File: src/rtl/game_pkg.sv
// game_pkg -- shared definitions for the game flow controller and the
// LED/LCD controllers that decode its state.
//   state_t          : FSM state codes (IDLE=0 .. PAUSE=4), 3 bits wide
//   STEP_MS_DEFAULT  : default number of 1 ms ticks per countdown step
//   STATE_W, CD_W    : widths of o_state and o_countdown
package game_pkg;

  localparam int STEP_MS_DEFAULT = 1000;
  localparam int STATE_W         = 3;
  localparam int CD_W            = 2;

  typedef enum logic [STATE_W-1:0] {
    ST_IDLE      = 3'd0,
    ST_COUNTDOWN = 3'd1,
    ST_PLAY      = 3'd2,
    ST_RESULT    = 3'd3,
    ST_PAUSE     = 3'd4
  } state_t;

endpackage

File: src/rtl/cd_step_timer.sv
// cd_step_timer -- countdown step/digit timer.
// Counts tick strobes; every STEP_MS ticks the digit decrements by one.
// Ports:
//   clk, rst : clock, asynchronous active-high reset
//   tick     : count strobe (the parent gates it to COUNTDOWN)
//   load     : load digit with CD_STEPS, clear the step counter
//   clear    : zero digit and step counter (wins over load and tick)
//   digit    : registered remaining countdown digit
//   done     : combinational strobe, high in the clk whose tick takes the
//              digit from 1 to 0, so the parent can change state on the
//              same edge the digit reaches 0
module cd_step_timer
  import game_pkg::*;
#(
  parameter int STEP_MS  = STEP_MS_DEFAULT,
  parameter int CD_STEPS = 3
) (
  input  logic            clk,
  input  logic            rst,
  input  logic            tick,
  input  logic            load,
  input  logic            clear,
  output logic [CD_W-1:0] digit,
  output logic            done
);

  localparam int              CNT_W    = (STEP_MS > 1) ? $clog2(STEP_MS) : 1;
  localparam logic [CNT_W-1:0] CNT_LAST = CNT_W'(STEP_MS - 1);
  localparam logic [CD_W-1:0]  CD_INIT  = CD_W'(CD_STEPS);

  logic [CNT_W-1:0] cnt_q, cnt_d;
  logic [CD_W-1:0]  digit_q, digit_d;
  logic             counting;
  logic             step_wrap;

  // A zero digit means the countdown is over; further ticks are ignored.
  assign counting  = tick && (digit_q != '0);
  assign step_wrap = counting && (cnt_q == CNT_LAST);
  assign done      = step_wrap && (digit_q == CD_W'(1));
  assign digit     = digit_q;

  always_comb begin
    cnt_d   = cnt_q;
    digit_d = digit_q;
    if (clear) begin
      cnt_d   = '0;
      digit_d = '0;
    end else if (load) begin
      cnt_d   = '0;
      digit_d = CD_INIT;
    end else if (step_wrap) begin
      cnt_d   = '0;
      digit_d = digit_q - CD_W'(1);
    end else if (counting) begin
      cnt_d   = cnt_q + CNT_W'(1);
    end
  end

  always_ff @(posedge clk or posedge rst) begin
    if (rst) begin
      cnt_q   <= '0;
      digit_q <= '0;
    end else begin
      cnt_q   <= cnt_d;
      digit_q <= digit_d;
    end
  end

endmodule

File: src/rtl/game_flow_ctrl.sv
// game_flow_ctrl -- top-level game flow FSM: IDLE -> COUNTDOWN -> PLAY ->
// RESULT, restart from anywhere, optional PAUSE.
// Optional feature: define GAME_PAUSE_EN to enable PLAY <-> PAUSE on i_start.
// Ports:
//   clk, rst     : clock, asynchronous active-high reset
//   i_tick       : 1 ms strobe, one clk wide
//   i_start      : start-button pulse, one clk wide
//   i_restart    : restart-button pulse, one clk wide
//   i_game_end   : level, chart finished
//   o_state      : current state code (debug / LED / LCD decode)
//   o_game_run   : high only in PLAY
//   o_timer_clr  : one-clk game-timer clear pulse
//   o_round_clr  : one-clk round clear pulse (score, judgement, LCD)
//   o_siren_en   : high in IDLE and RESULT
//   o_countdown  : remaining countdown digit, 0 outside COUNTDOWN
// Interface semantics: there is no valid/ready handshake; inputs are
// single-clk strobes or levels sampled every clk, and every output is
// registered, changing one clk after the input that caused it.
// Same-clk priority: i_restart > i_game_end > i_start > i_tick.
module game_flow_ctrl
  import game_pkg::*;
#(
  parameter int STEP_MS  = STEP_MS_DEFAULT,
  parameter int CD_STEPS = 3
) (
  input  logic               clk,
  input  logic               rst,
  input  logic               i_tick,
  input  logic               i_start,
  input  logic               i_restart,
  input  logic               i_game_end,
  output logic [STATE_W-1:0] o_state,
  output logic               o_game_run,
  output logic               o_timer_clr,
  output logic               o_round_clr,
  output logic               o_siren_en,
  output logic [CD_W-1:0]    o_countdown
);

  state_t state_q, state_d;
  logic   run_q, run_d;
  logic   tclr_q, tclr_d;
  logic   rclr_q, rclr_d;
  logic   siren_q, siren_d;

  logic   cd_tick, cd_load, cd_clear, cd_done;

  // Kept outside the FSM block so cd_done does not loop back into it.
  assign cd_tick = i_tick && (state_q == ST_COUNTDOWN);

  cd_step_timer #(
    .STEP_MS  (STEP_MS),
    .CD_STEPS (CD_STEPS)
  ) u_cd (
    .clk   (clk),
    .rst   (rst),
    .tick  (cd_tick),
    .load  (cd_load),
    .clear (cd_clear),
    .digit (o_countdown),
    .done  (cd_done)
  );

  always_comb begin
    state_d  = state_q;
    cd_load  = 1'b0;
    cd_clear = 1'b0;
    tclr_d   = 1'b0;
    rclr_d   = 1'b0;
    if (i_restart) begin
      state_d  = ST_IDLE;
      cd_clear = 1'b1;
      tclr_d   = 1'b1;
      rclr_d   = 1'b1;
    end else begin
      case (state_q)
        ST_IDLE: begin
          if (i_start) begin
            state_d = ST_COUNTDOWN;
            cd_load = 1'b1;
            tclr_d  = 1'b1;
          end
        end
        ST_COUNTDOWN: begin
          if (cd_done) state_d = ST_PLAY;
        end
        ST_PLAY: begin
          if (i_game_end) state_d = ST_RESULT;
`ifdef GAME_PAUSE_EN
          else if (i_start) state_d = ST_PAUSE;
`endif
        end
        ST_RESULT: begin
          state_d = ST_RESULT;
        end
`ifdef GAME_PAUSE_EN
        ST_PAUSE: begin
          if (i_start) state_d = ST_PLAY;
        end
`endif
        default: begin
          // Unused codes (and PAUSE when the feature is absent) recover.
          state_d  = ST_IDLE;
          cd_clear = 1'b1;
        end
      endcase
    end
    // Level outputs are decoded from the next state so they are registered
    // yet change on the same edge as o_state.
    run_d   = (state_d == ST_PLAY);
    siren_d = (state_d == ST_IDLE) || (state_d == ST_RESULT);
  end

  always_ff @(posedge clk or posedge rst) begin
    if (rst) begin
      state_q <= ST_IDLE;
      run_q   <= 1'b0;
      tclr_q  <= 1'b0;
      rclr_q  <= 1'b0;
      siren_q <= 1'b1;
    end else begin
      state_q <= state_d;
      run_q   <= run_d;
      tclr_q  <= tclr_d;
      rclr_q  <= rclr_d;
      siren_q <= siren_d;
    end
  end

  assign o_state     = state_q;
  assign o_game_run  = run_q;
  assign o_timer_clr = tclr_q;
  assign o_round_clr = rclr_q;
  assign o_siren_en  = siren_q;

endmodule

File: config.mk
export PLATFORM = sky130hd
export DESIGN_NAME = game_flow_ctrl
export DESIGN_NICKNAME = d
export VERILOG_FILES = /design/src/rtl/game_pkg.sv /design/src/rtl/cd_step_timer.sv /design/src/rtl/game_flow_ctrl.sv
export SDC_FILE = /design/constraint.sdc
export NUM_CORES = 1
export LEC_CHECK = 0
export CORE_MARGIN = 5
export CORE_UTILIZATION = 40
export DETAILED_ROUTE_END_ITERATION = 8
export PLACE_DENSITY_LB_ADDON = 0.12
export SLEW_MARGIN = 20
export SYNTH_ARGS = -nofsm -noshare
export SYNTH_HDL_FRONTEND = slang
export SYNTH_SLANG_ARGS = --single-unit
File: constraint.sdc
create_clock -name clk -period 2.95 [get_ports clk]
set_input_delay 0.4425 -clock clk [delete_from_list [all_inputs] [get_ports clk]]
set_output_delay 0.4425 -clock clk [all_outputs]
set_load 0.005 [all_outputs]
Word-level counts from Yosys, hierarchy flattened. Cells that the tools add are included.

Output and inout port bits: 9. Logic and storage cells: 46. Input port bits: 6. Flip-flop bits (word level): 19.

Eq/ne operators: 7. Mux-type cells: 19. Reductions and logical operators: 11. Add/sub/neg operators: 2.

Operator list (number): 10-bit two-way mux (4); 3-bit by 2-bit == test with 1-bit output, second input constant (4); 3-bit two-way mux (4); 3-bit case mux with 4 select lines (1); 10-bit by 1-bit adder with 10-bit output, second input constant (1); 10-bit == test, second input constant (1); 1-bit two-way mux (7); 3-bit zero test (2); 2-bit two-way mux (3); 1-bit logical AND (4); 4-bit nonzero test (1); 4-bit OR reduction (1); 3-bit by 1-bit == test with 1-bit output, second input constant (1); 3-bit nonzero test (1); 2-bit by 1-bit == test with 1-bit output, second input constant (1); 2-bit nonzero test (1); 2-bit by 1-bit subtractor with 2-bit output, second input constant (1); 1-bit logical OR (1).

Depth between registers and ports, before layout. Gate-level depths: netlist of the first run.

Depth in word-level cells: 10. Depth in mapped cells: 7. Depth with buffers taken out: 6.

Cells and area by module. A second synthesis of the first run with hierarchy kept.

Cells, all modules: 96. Area, all modules: 994.7 µm².

By module, submodules not included: cd_step_timer (area an instance 700.7 µm², sequential area each 300.3 µm², cells an instance 69, instances 1); game_flow_ctrl (area an instance 294.0 µm², sequential area each 176.4 µm², cells an instance 27, instances 1).

Worst setup path after synthesis of the first run. Ideal clock, no wire load.

Kind: flip-flop to flip-flop. From: register u_cd.digit_q[0] (netlist: u_cd.digit[0]). To: register u_cd.cnt_q[8]. Period minus slack after synthesis: 1.652 ns. Library setup time: 0.066 ns. Arrival: 1.586 ns. Stages on the path, launching flop included: 7. Data required time: 2.884 ns. Setup slack: 1.298 ns. Path through: dfrtp_1 -> inv_1 -> ha_1 -> and4bb_4 -> nand2_4 -> or4_1 -> nand2_1.

Cells in the longest elaborated chain, start to end: 6. Elaborated cells on any way between the ends: 7. Those cells by class: mux (3); reduce/logical (4).

Ends and longest elaborated chain: start: declaration (RTL line cd_step_timer.sv:32) `logic [CD_W-1:0] digit_q, digit_d;`; start signal: assignment (RTL line cd_step_timer.sv:65) `digit_q <= digit_d;`; 2-bit nonzero test * (RTL line cd_step_timer.sv:37) `assign counting = tick && (digit_q != '0);`; 1-bit logical AND * (RTL line cd_step_timer.sv:37); 1-bit logical AND (RTL line cd_step_timer.sv:38) `assign step_wrap = counting && (cnt_q == CNT_LAST);`; 10-bit two-way mux (RTL line cd_step_timer.sv:51) `end else if (step_wrap) begin`; 10-bit two-way mux (RTL line cd_step_timer.sv:48) `end else if (load) begin`; 10-bit two-way mux (RTL line cd_step_timer.sv:45) `if (clear) begin`; end signal: assignment (RTL line cd_step_timer.sv:64) `cnt_q <= cnt_d;`; end: declaration (RTL line cd_step_timer.sv:31) `logic [CNT_W-1:0] cnt_q, cnt_d;`.

Mark *: on every way between the ends. The rest lies on a longest branch, timed or not. A chain may end at the register's enable or synchronous reset.

Final worst setup path of the first run.
From: register u_cd.digit_q[0] (netlist: u_cd.digit[0]). To: register u_cd.digit_q[1] (netlist: u_cd.digit[1]).

Cells in the longest elaborated chain, start to end: 4. Elaborated cells on any way between the ends: 8. Those cells by class: add/sub (1); mux (3); reduce/logical (4).

Ends and longest elaborated chain (RTL line): 2-bit by 1-bit subtractor with 2-bit output or 2-bit nonzero test (tied branches) (cd_step_timer.sv:53, cd_step_timer.sv:37); 2-bit two-way mux or 1-bit logical AND (tied branches) (cd_step_timer.sv:51, cd_step_timer.sv:37); 2-bit two-way mux or 1-bit logical AND (tied branches) (cd_step_timer.sv:48, cd_step_timer.sv:38); 2-bit two-way mux or 3-bit nonzero test (tied branches).

Several ways; a longest one is shown, not always the timed one. The select of a mux whose other input is x is not followed.

==> summary.md, run 1 <==
| Metric | Value |
|---|---|
| Synthesized cell area | 0.00102 mm² |
| Synth Area in Compound Gates | approximately 13% |
| Post-synthesis sequential area ratio | between 40% and 50% |
| Hold Crit Class | input port to asynchronous set/reset pin |
| Post-route cell area | 0.00120 mm² |
| Critical Path AT | 2.18 ns |
| Fraction of the mapped netlist area in simple logic gates | 27.3% |
| 1st-iter DRT viols | 26 |
| Slowest cell on crit path | mux2_4 |
| Cell row count | 18 |
| F_max | 507 MHz |
| Placeable Area | 0.00245 mm² |
| Post-CTS Setup Inserts | 0 |
| Synth area leaders | dfrtp_1 (44%), ha_1 (3.7%), o2111ai_1 (3.4%) |
| CTS tree | yes |
| Total wire length | between 2000 and 2500 µm |
| Adder-Cell Fraction of Synth Area | around 3.7% |
| Crit Path Class | flip-flop to flip-flop |
| Worst setup margin | 0.977 ns |
| Pwr per Cell Area | 369 mW/mm² |
| R2r startpoint | u_cd.digit[0] |
| EDFF count, synth | 0 |
| Remaining global-route overflow | 0 |
| Critical Path RT | approximately 3.2 ns |
| Pre-CTS WS | 0.746 ns |
| Max FO, Critical Path | 11 |
| Mux share of post-synthesis cell area | around 1.5% |
| CTS resizes | 0 |
| Largest net degree at the start of global routing | 20 |
| DRT antenna net count | 0 |
| Dpl hpwl | 1620 µm |
| Status | finished, final reports clean |
| Layout cells sized above 1 | 13.5% |
| RR Endpoint | u_cd.digit[1] |
| Clk_skew | around 0.0044 ns |
| First-pass GRT wire length | 3910 µm |
| Final critical-path share of the clock period | 66.9% |
| Number of CTS-inserted buffers | 3 |
| YS warnings | 0 |
| First-pass DRT Iterations | 4 |
| Synth unique cells | 37 |
| Slew Viols, Final | 0 |
| Avg Cell Area, Syn | ~11 µm² |
| Largest family of logic cells by synthesized area | simple AND/OR/NAND/NOR gates |
| Synth async-reset ratio | 100% |
| Post-Synth XOR/XNOR Area | 3.43% |
| Leak | 0.538 nW |
| Worst skew pair latency | 0.29 ns |
| N_diodes | 0 |
| Antenna violations before repair | 0 |
| Area grow syn2layout | 17.8% |
| Hold Slack | 0.556 ns |
| Top_reg_cell synth | dfrtp_1 |
| Global-route usage over all layers | 14.5% |
| RSZ-0062 raised after global routing | no |
| Vias | roughly 800 |
| Wire per inst | roughly 16 µm |
| Area leader, netlist | dfrtp_1 |
| Placer Congestion | 0.787 |
| Critical Path End Type | flip-flop |
| Worst R2R Setup Slack | 0.98 ns |
| Setup_tns | 0 ns |
| Die width | approximately 60 µm |
| Max H-tree Level | 1 |
| Crit start category | flip-flop |
| IO Pins | 15 |
| Number of max-cap violations | 0 |
| Post-layout util | between 40% and 50% |
| Final min period | 1.97 ns |
| Vias in the first global route | between 800 and 900 |
| CP peak stage delay | 0.41 ns |
| CP cell instances | inv_1, ha_1, and4bb_1, nand4_2, mux2_4, a211oi_2 |
| Port Buf Inserts | 14 |
| Number of vias per cell | 5.52 |
| DRC | 0 |
| Hold Buf Count CTS | 0 |
| Synthesized instance count | 95 |
| Die area | 0.00366 mm² |
| VDD IR-drop max | 0.000315 V |
| Initial core utilization | 41.6% |
| CTS max path bufs | 2 |
| Final hold violation count | 0 |
| Reg clk slew, reported paths | 0.11 ns |
| R2r worst-path depth | 6 |
| CTS root buf | clkbuf_4 |
| Setup violators final | 0 |
| Post-synthesis net count | 104 |
| Placed instance area | about 0.0012 mm² |
| Power Total | 0.444 mW |
| Measured slew at the worst slew-check pin | 0.731 ns |
| Die H | 60.5 µm |
| Area fraction of the dominant cell type after synthesis | 44.1% |
| Inst Count DP | 137 |
| Fin nets | approximately 120 |
| Non-Filler Instances | 141 |
| Clock net sink count | 19 |
| Worst slew margin relative to its limit | 51.2% |
| FF+latch count, synth | 19 |
[state kept, by name, indices dropped and copies added, names as in the netlist]
register	count
o_timer_clr	1
u_cd.cnt_q	10
u_cd.digit	2
o_state	3
o_game_run	1
o_siren_en	1
o_round_clr	1
[worst max-delay path by stage]
| stage | start | end |
|---|---|---|
| final | u_cd.digit[0] | u_cd.digit[1] |
| after global routing | u_cd.digit[0] | u_cd.digit[1] |
| after CTS | u_cd.digit[0] | u_cd.digit[1] |
| after detailed placement | i_tick | u_cd.digit[1] |
| after global placement | i_tick | u_cd.digit[1] |
| after floorplan | u_cd.digit[0] | u_cd.cnt_q[8] |
[Yosys cell counts (all sizes together), types with 4 or more instances]
cell type / count
dfrtp: 18
o2111ai: 4
inv: 6
nand2: 10
nand3: 5
or4: 4
nor2: 6
[routing by layer]
metal  wire length [µm]  vias to the layer above  global-route usage [%]
li1                   -                      388                       -
met1               1090                      378                    19.2
met2               1060                       10                    23.5
met3                 62                        2                    4.26
met4                 19                        0                    3.72
met5                  0                        -                       0
[cell families (layout without fill, tap and decap cells)]
logic type               Yosys count  in the layout
AO/OA/AOI/OAI                     16             16
XOR/XNOR                           4              4
adder cells (fa/ha/maj)            3              3
buffers and inverters              8             24
flip-flops                        19             19
multiplexers                       1              1
other                              1              1
AND/OR/NAND/NOR                   43             43
[worst max-delay path: cells and delay by family (launching register included)]
kind | cells | cell delay (ns)
AO/OA/AOI/OAI | 1 | 0.22
adder cells (fa/ha/maj) | 1 | 0.20
buffers and inverters | 1 | 0.08
flip-flops | 1 | 0.39
multiplexers | 1 | 0.41
AND/OR/NAND/NOR | 2 | 0.60
[placed cells by master (no fill, tap or decap), types with 3 or more instances in the layout]
| cell type | instances |
|---|---|
| xor2_1 | 3 |
| or4_1 | 4 |
| o2111ai_1 | 4 |
| nand2_1 | 8 |
| nor2_1 | 6 |
| nand3_1 | 5 |
| ha_1 | 3 |
| inv_1 | 6 |
| and4_1 | 3 |
| clkdlybuf4s50_1 | 14 |
| clkbuf_4 | 3 |
| dfrtp_1 | 18 |
| a21oi_1 | 3 |
[layout make-up]
type                       instances  area, µm²
clock buffer                       4       26.3
fill                             228       1250
inverter                           6       22.5
multi-input combinational         68        499
sequential                        19        477
tap                               30       37.5
timing repair buffer              14        140
[where the power goes]
part,switching [mW],internal [mW],total (mW)
combinational,0.0214,0.0215,0.0429
sequential,0.00436,0.265,0.270
clock,0.0789,0.0526,0.131
No activity file was read; power rests on OpenSTA's default activity.
==> run 2: changes to the inputs <==
Clock period 2.95 ns to 1.7 ns, I/O delays scaled along.
==> summary.md, run 2 (synthesis gave the netlist of run 1 again) <==
| Metric | Value |
|---|---|
| Most frequent cells in the layout | dfrtp_1 (17), buf_4 (16), clkdlybuf4s50_1 (14) |
| Placer Congestion | 0.823 (+4.5%) |
| Remaining global-route overflow | 0 (unchanged) |
| Antenna violations before repair | 0 (unchanged) |
| Crit path buf inv count | 1 (unchanged) |
| CTS root buf | clkbuf_4 |
| Dpl hpwl | 1740 µm (+7.3%) |
| Number of CTS-inserted buffers | 3 (unchanged) |
| F_max | 606 MHz (+20%) |
| Slew Viols, Final | 0 (unchanged) |
| Hold Buf Count CTS | 0 (unchanged) |
| Die width | 60.5 µm (unchanged) |
| Worst skew pair latency | 0.29 ns (about the same) |
| Fin nets | 138 (+14%) |
| Layout cells sized above 1 | 27.3% (+14 points) |
| IO Pins | 15 (unchanged) |
| Crit start category | flip-flop |
| Vias | 848 (+9.0%) |
| CP delay by family, top | simple AND/OR/NAND/NOR gates |
| Max FO, Critical Path | 6 (-5) |
| First-pass DRT Iterations | 4 (unchanged) |
| Number of max-cap violations | 0 (unchanged) |
| Pwr per Cell Area | 584 mW/mm² (+58%) |
| Placeable Area | 0.00245 mm² (unchanged) |
| Wire per inst | 14.6 µm (-7.4%) |
| Cell row count | 18 (unchanged) |
| Placed instance area | 0.00127 mm² (+8.3%) |
| CTS max path bufs | 2 (unchanged) |
| Post-route cell area | 0.00134 mm² (+12%) |
| Leak | 0.602 nW (+12%) |
| Critical Path End Type | flip-flop |
| Clk_skew | 0.00467 ns (+0.000280 ns) |
| Worst setup margin | 0.0509 ns (-0.926 ns) |
| Crit Path Class | flip-flop to flip-flop |
| Vias in the first global route | 907 (+13%) |
| Slowest cell on crit path | or4_1 |
| Reg clk slew, reported paths | 0.10 ns (about the same) |
| Largest net degree at the start of global routing | 11 (-45%) |
| Top reg by flops | u_cd.cnt_q |
| 1st-iter DRT viols | 16 (-38%) |
| CTS tree | yes |
| Critical Path AT | 1.89 ns (-0.29 ns) |
| Worst R2R Setup Slack | 0.05 ns (-0.93 ns) |
| Critical Path RT | 1.94 ns (-1.22 ns) |
| Final min period | 1.65 ns (-0.324 ns) |
| Die H | 60.5 µm (unchanged) |
| N_diodes | 0 (unchanged) |
| DRT antenna net count | 0 (unchanged) |
| Hold Crit Class | input port to asynchronous set/reset pin |
| Hold Slack | 0.226 ns (-0.331 ns) |
| Port Buf Inserts | 14 (unchanged) |
| Total wire length | 2310 µm (+3.8%) |
| Max reg flops | 10 (unchanged) |
| CP peak stage delay | 0.49 ns (+0.08 ns) |
| Post-layout util | 54.6% (+5.7 points) |
| Commonest non-fill, non-tap cell in the layout | dfrtp_1 |
| DRC | 0 (unchanged) |
| Max H-tree Level | 1 (unchanged) |
| Pre-CTS WS | -0.0577 ns (-0.803 ns) |
| Initial core utilization | 41.6% (unchanged) |
| Final hold violation count | 0 (unchanged) |
| Area grow syn2layout | 31.4% |
| Status | finished, final reports clean |
| Clock net sink count | 19 (unchanged) |
| Die area | 0.00366 mm² (unchanged) |
| Final critical-path share of the clock period | 97.0% (+30 points) |
| Setup violators final | 0 (unchanged) |
| VDD IR-drop max | 0.000482 V (+53%) |
| Number of vias per cell | 5.37 (-2.7%) |
| Global-route usage over all layers | 14.3% (-0.19 points) |
| CP cell instances | inv_1, ha_2, and4bb_4, nand2_4, or4_1, nand2_1 |
| First-pass GRT wire length | 3930 µm (+0.54%) |
==> run 2: changes by cell type in the layout (fill, tap and decap cells not counted), sizes merged <==
cell  change
buf      +17
==> run 2: timing repair <==
item | CTS | global route
gates resized for setup | 1 | 3
endpoints found under the setup margin | 2 | 10
buffers inserted | 0 | 4
gates cloned | 0 | 0
pin swaps | 0 | 4
==> run 2: final timing paths <==
| path | from | end | cells after the start |
|---|---|---|---|
| setup / recovery | u_cd.digit[1] | u_cd.cnt_q[6] | 6 |
| hold / removal | rst | o_state[0] | 2 |
| setup reg to reg | u_cd.digit[1] | u_cd.cnt_q[6] | 6 |
| hold reg to reg | o_state[2] | u_cd.digit[1] | 1 |
| max in group asynchronous | rst | u_cd.cnt_q[8] | 3 |
| min in group clk | o_state[2] | u_cd.digit[1] | 1 |
==> run 2: stage by stage <==
step / setup TNS, ns / std cells / power (mW)
2_1_floorplan: 0 / 95 / 0.514
3_3_place_gp: -0.170 / 150 / 0.567
3_5_place_dp: -0.197 / 150 / 0.567
4_1_cts: 0 / 154 / 0.794
5_1_grt: -0.0391 / 158 / 0.828
6_report: 0 / 158 / 0.784
==> run 2: power by group <==
part	total [mW]	switching, mW	internal [mW]
combinational	0.0952	0.0426	0.0525
sequential	0.466	0.00557	0.461
clock	0.222	0.131	0.0912
total	0.784	0.179	0.605
==> run 2: metal layers <==
layer	GRT usage (%)	vias to the layer above	wire, µm
li1	-	417	-
met3	2.98	4	73
met1	17.5	412	1080
met5	0	-	0
met2	23.8	15	1130
met4	7.74	0	30
==> run 2: layout make-up <==
cell class                      instances  area, µm²
Inverter                                6       22.5
Sequential cell                        19        478
Fill cell                             229       1110
Timing Repair Buffer                   31        272
Clock buffer                            4       26.3
Tap cell                               30       37.5
Multi-Input combinational cell         68        505
==> run 3: changes to the inputs <==
Settings changed: SYNTH_HIERARCHICAL from default to 1.
==> summary.md, run 3 <==
| Metric | Value |
|---|---|
| Post-synthesis sequential area ratio | 47.9% (+1.2 points) |
| Max reg flops | 10 (unchanged) |
| Post-layout util | 59.4% (+4.7 points) |
| Critical Path RT | 1.94 ns (about the same) |
| Synthesized instance count | 96 (+1.1%) |
| Final hold violation count | 0 (unchanged) |
| Top_reg_cell synth | dfrtp_1 |
| Filler Cells Inserted | 204 (-11%) |
| Status | finished, violations left |
| R2r worst-path depth | 6 (unchanged) |
| Vias in the first global route | 838 (-7.6%) |
| Crit. Startpoint | o_state[1] |
| Cell row count | 18 (unchanged) |
| Port Buf Inserts | 14 (unchanged) |
| Clock power frac | 29.0% (+0.6 points) |
| F_max | 572 MHz (-5.7%) |
| Crit start category | flip-flop |
| Critical Path AT | 1.99 ns (+0.10 ns) |
| Global-route usage over all layers | 13.9% (-0.45 points) |
| Reg area | 478 µm² (unchanged) |
| Synth area leaders | dfrtp_1 (45%), nor2_1 (4.5%), xnor2_1 (4.4%) |
| Setup violators final | 4 (+4) |
| R2r startpoint | o_state[1] |
| FF+latch count, synth | 19 (unchanged) |
| Count leader, synth | dfrtp_1 |
| CP peak stage delay | 0.48 ns (about the same) |
| Placer Congestion | 0.784 (-4.7%) |
| CP cell instances | nor2_4, and3_4, nand3b_1, nor3_2, mux2_4, a21oi_2 |
| Area of the multi-input gates | 563 µm² (+11%) |
| Area grow syn2layout | 45.2% |
| YS warnings | 6 (+6) |
| Antenna violations before repair | 0 (unchanged) |
| DRC | 0 (unchanged) |
| Initial core utilization | 40.9% (-0.70 points) |
| CP endpoint | u_cd/digit[1] |
| Area fraction of the dominant cell type after synthesis | 45.3% (+1.2 points) |
| Combinational share of power | 12.6% (+0.5 points) |
| Clock net sink count | 19 (unchanged) |
| CTS tree | yes |
| Wire per inst | 13.0 µm (-11%) |
| Die H | 59.9 µm (-1.1%) |
| Most frequent cells after synthesis | dfrtp_1 (18), nor2_1 (12), inv_1 (8) |
| VDD IR-drop max | 0.000411 V (-15%) |
| Top reg by flops | u_cd/cnt_q |
| Slew Viols, Final | 0 (unchanged) |
| Switch share | 23.5% (+0.65 points) |
| Synth unique cells | 38 (+2.7%) |
| Final min period | 1.75 ns (+0.0989 ns) |
| Die width | 59.9 µm (-1.1%) |
| Number of vias per cell | 4.93 (-8.2%) |
| Post-synthesis net count | 105 (+0.96%) |
| Fin nets | 146 (+5.8%) |
| Avg Cell Area, Syn | 10.4 µm² (-3.6%) |
| Dpl hpwl | 1640 µm (-5.9%) |
| Slowest cell on crit path | dfrtp_2 |
| Critical Path End Type | flip-flop |
| Vias | 818 (-3.5%) |
| Clk_skew | 0.00800 ns (+0.00334 ns) |
| Leak | 0.584 nW (-3.0%) |
| Area leader, netlist | dfrtp_1 |
| 1st-iter DRT viols | 7 (-9) |
| Largest net degree at the start of global routing | 13 (+2) |
| First-pass GRT wire length | 3700 µm (-5.8%) |
| Final critical-path share of the clock period | 103% (+5.8 points) |
| Non-Filler Instances | 166 (+5.1%) |
| CTS max path bufs | 2 (unchanged) |
| Synth async-reset ratio | 100% (unchanged) |
| RR Endpoint | u_cd/digit[1] |
| Commonest non-fill, non-tap cell in the layout | buf_4 |
| Number of CTS-inserted buffers | 3 (unchanged) |
| Total wire length | 2160 µm (-6.4%) |
| Pre-CTS WS | -0.307 ns (-0.250 ns) |
| Max H-tree Level | 1 (unchanged) |
| Inst Count DP | 158 (+5.3%) |
| Die area | 0.00358 mm² (-2.2%) |
| Failing checks | negative setup slack |
| Number of max-cap violations | 0 (unchanged) |
| Internal Dissipation | 0.608 mW (+0.56%) |
| Reg power frac | 58.4% (-1.1 points) |
| Worst setup margin | -0.0479 ns (-0.0989 ns) |
| Hold Crit Class | input port to asynchronous set/reset pin |
| Crit Path Class | flip-flop to flip-flop |
| First-pass DRT Iterations | 4 (unchanged) |
| N_diodes | 0 (unchanged) |
| RSZ-0062 raised after global routing | yes |
| Reg clk slew, reported paths | 0.11 ns (about the same) |
| Layout cells sized above 1 | 36.8% (+9.4 points) |
| Synthesized cell area | 995 µm² (-2.6%) |
| IO Pins | 15 (unchanged) |
| DRT antenna net count | 0 (unchanged) |
| Worst R2R Setup Slack | -0.05 ns (-0.10 ns) |
| Remaining global-route overflow | 0 (unchanged) |
| Most frequent cells in the layout | buf_4 (21), dfrtp_1 (17), clkdlybuf4s50_1 (14) |
| Pwr per Cell Area | 551 mW/mm² (-5.8%) |
| Switching pwr | 0.187 mW (+4.3%) |
| Max FO, Critical Path | 4 (-2) |
| CTS root buf | clkbuf_4 |
| EDFF count, synth | 0 (unchanged) |
| Worst skew pair latency | 0.30 ns (about the same) |
| Placeable Area | 0.00243 mm² (-0.92%) |
-- run 3: repair_timing --
item	in CTS	in global routing
setup endpoints to repair	11	13
pin swaps	1	7
hold buffers	0	0
hold endpoints to repair	0	0
gates resized for setup	3	11
gates cloned	0	0
buffers inserted	2	2
-- run 3: critical path: cells and delay by family, from the launching register on --
family             cells  cell delay (ns)
DFF                    1             0.48
AOI/OAI and AO/OA      1             0.11
and+or+nand+nor        4             0.77
muxes                  1             0.33
-- run 3: worst min path at each step --
stage	from	to	slack [ns]	cells after the start
after CTS	rst	o_state[1]	0.19	2
after global placement	rst	o_round_clr	0.53	2
after floorplan	rst	o_game_run	0.06	1
final	rst	o_state[1]	0.19	2
after detailed placement	rst	o_timer_clr	0.53	2
after global routing	rst	o_state[1]	0.23	2
-- run 3: logic make-up after synthesis --
family / after synthesis / share of synthesized area (%)
DFF: 19 / 47.9
buffers and inverters: 8 / 3.02
xor gates and xnor gates: 8 / 7.04
muxes: 1 / 1.13
AOI/OAI and AO/OA: 18 / 12.8
adders and majority gates: 3 / 3.77
and+or+nand+nor: 38 / 23.9
other: 1 / 0.377
-- run 3: layout make-up --
class / count / share of cell area, %
well taps: 30 / 2.60
flip-flops and latches: 19 / 33.1
inverters: 8 / 2.08
clock buffers: 4 / 1.82
repair buffers: 36 / 21.4
multi-input cells: 69 / 39.0
-- run 3: power by group through the flow --
stage               Clock [mW]  Combinational [mW]  Sequential (mW)
floorplan                    0              0.0341            0.475
global placement             0              0.0919            0.472
detailed placement           0              0.0915            0.473
CTS                      0.241              0.0964            0.464
global route             0.263               0.111            0.466
finish                   0.230              0.0999            0.465
-- run 3: routing by layer --
layer	track usage, %	routed length, µm	vias to the layer above
met5	0	0	-
met4	7.59	38	0
met3	2.81	72	4
met2	22.7	1040	11
met1	17.0	1020	392
li1	-	-	411
-- run 3: per-stage QoR --
step                power, mW  hold slack, ns  setup TNS, ns  area (µm²)
detailed placement      0.564           0.527          -2.44        1320
floorplan               0.509          0.0577        -0.0762        1010
finish                  0.795           0.190         -0.131        1440
CTS                     0.802           0.194        -0.0379        1370
global placement        0.564           0.531          -2.25        1320
global route            0.840           0.232         -0.927        1440
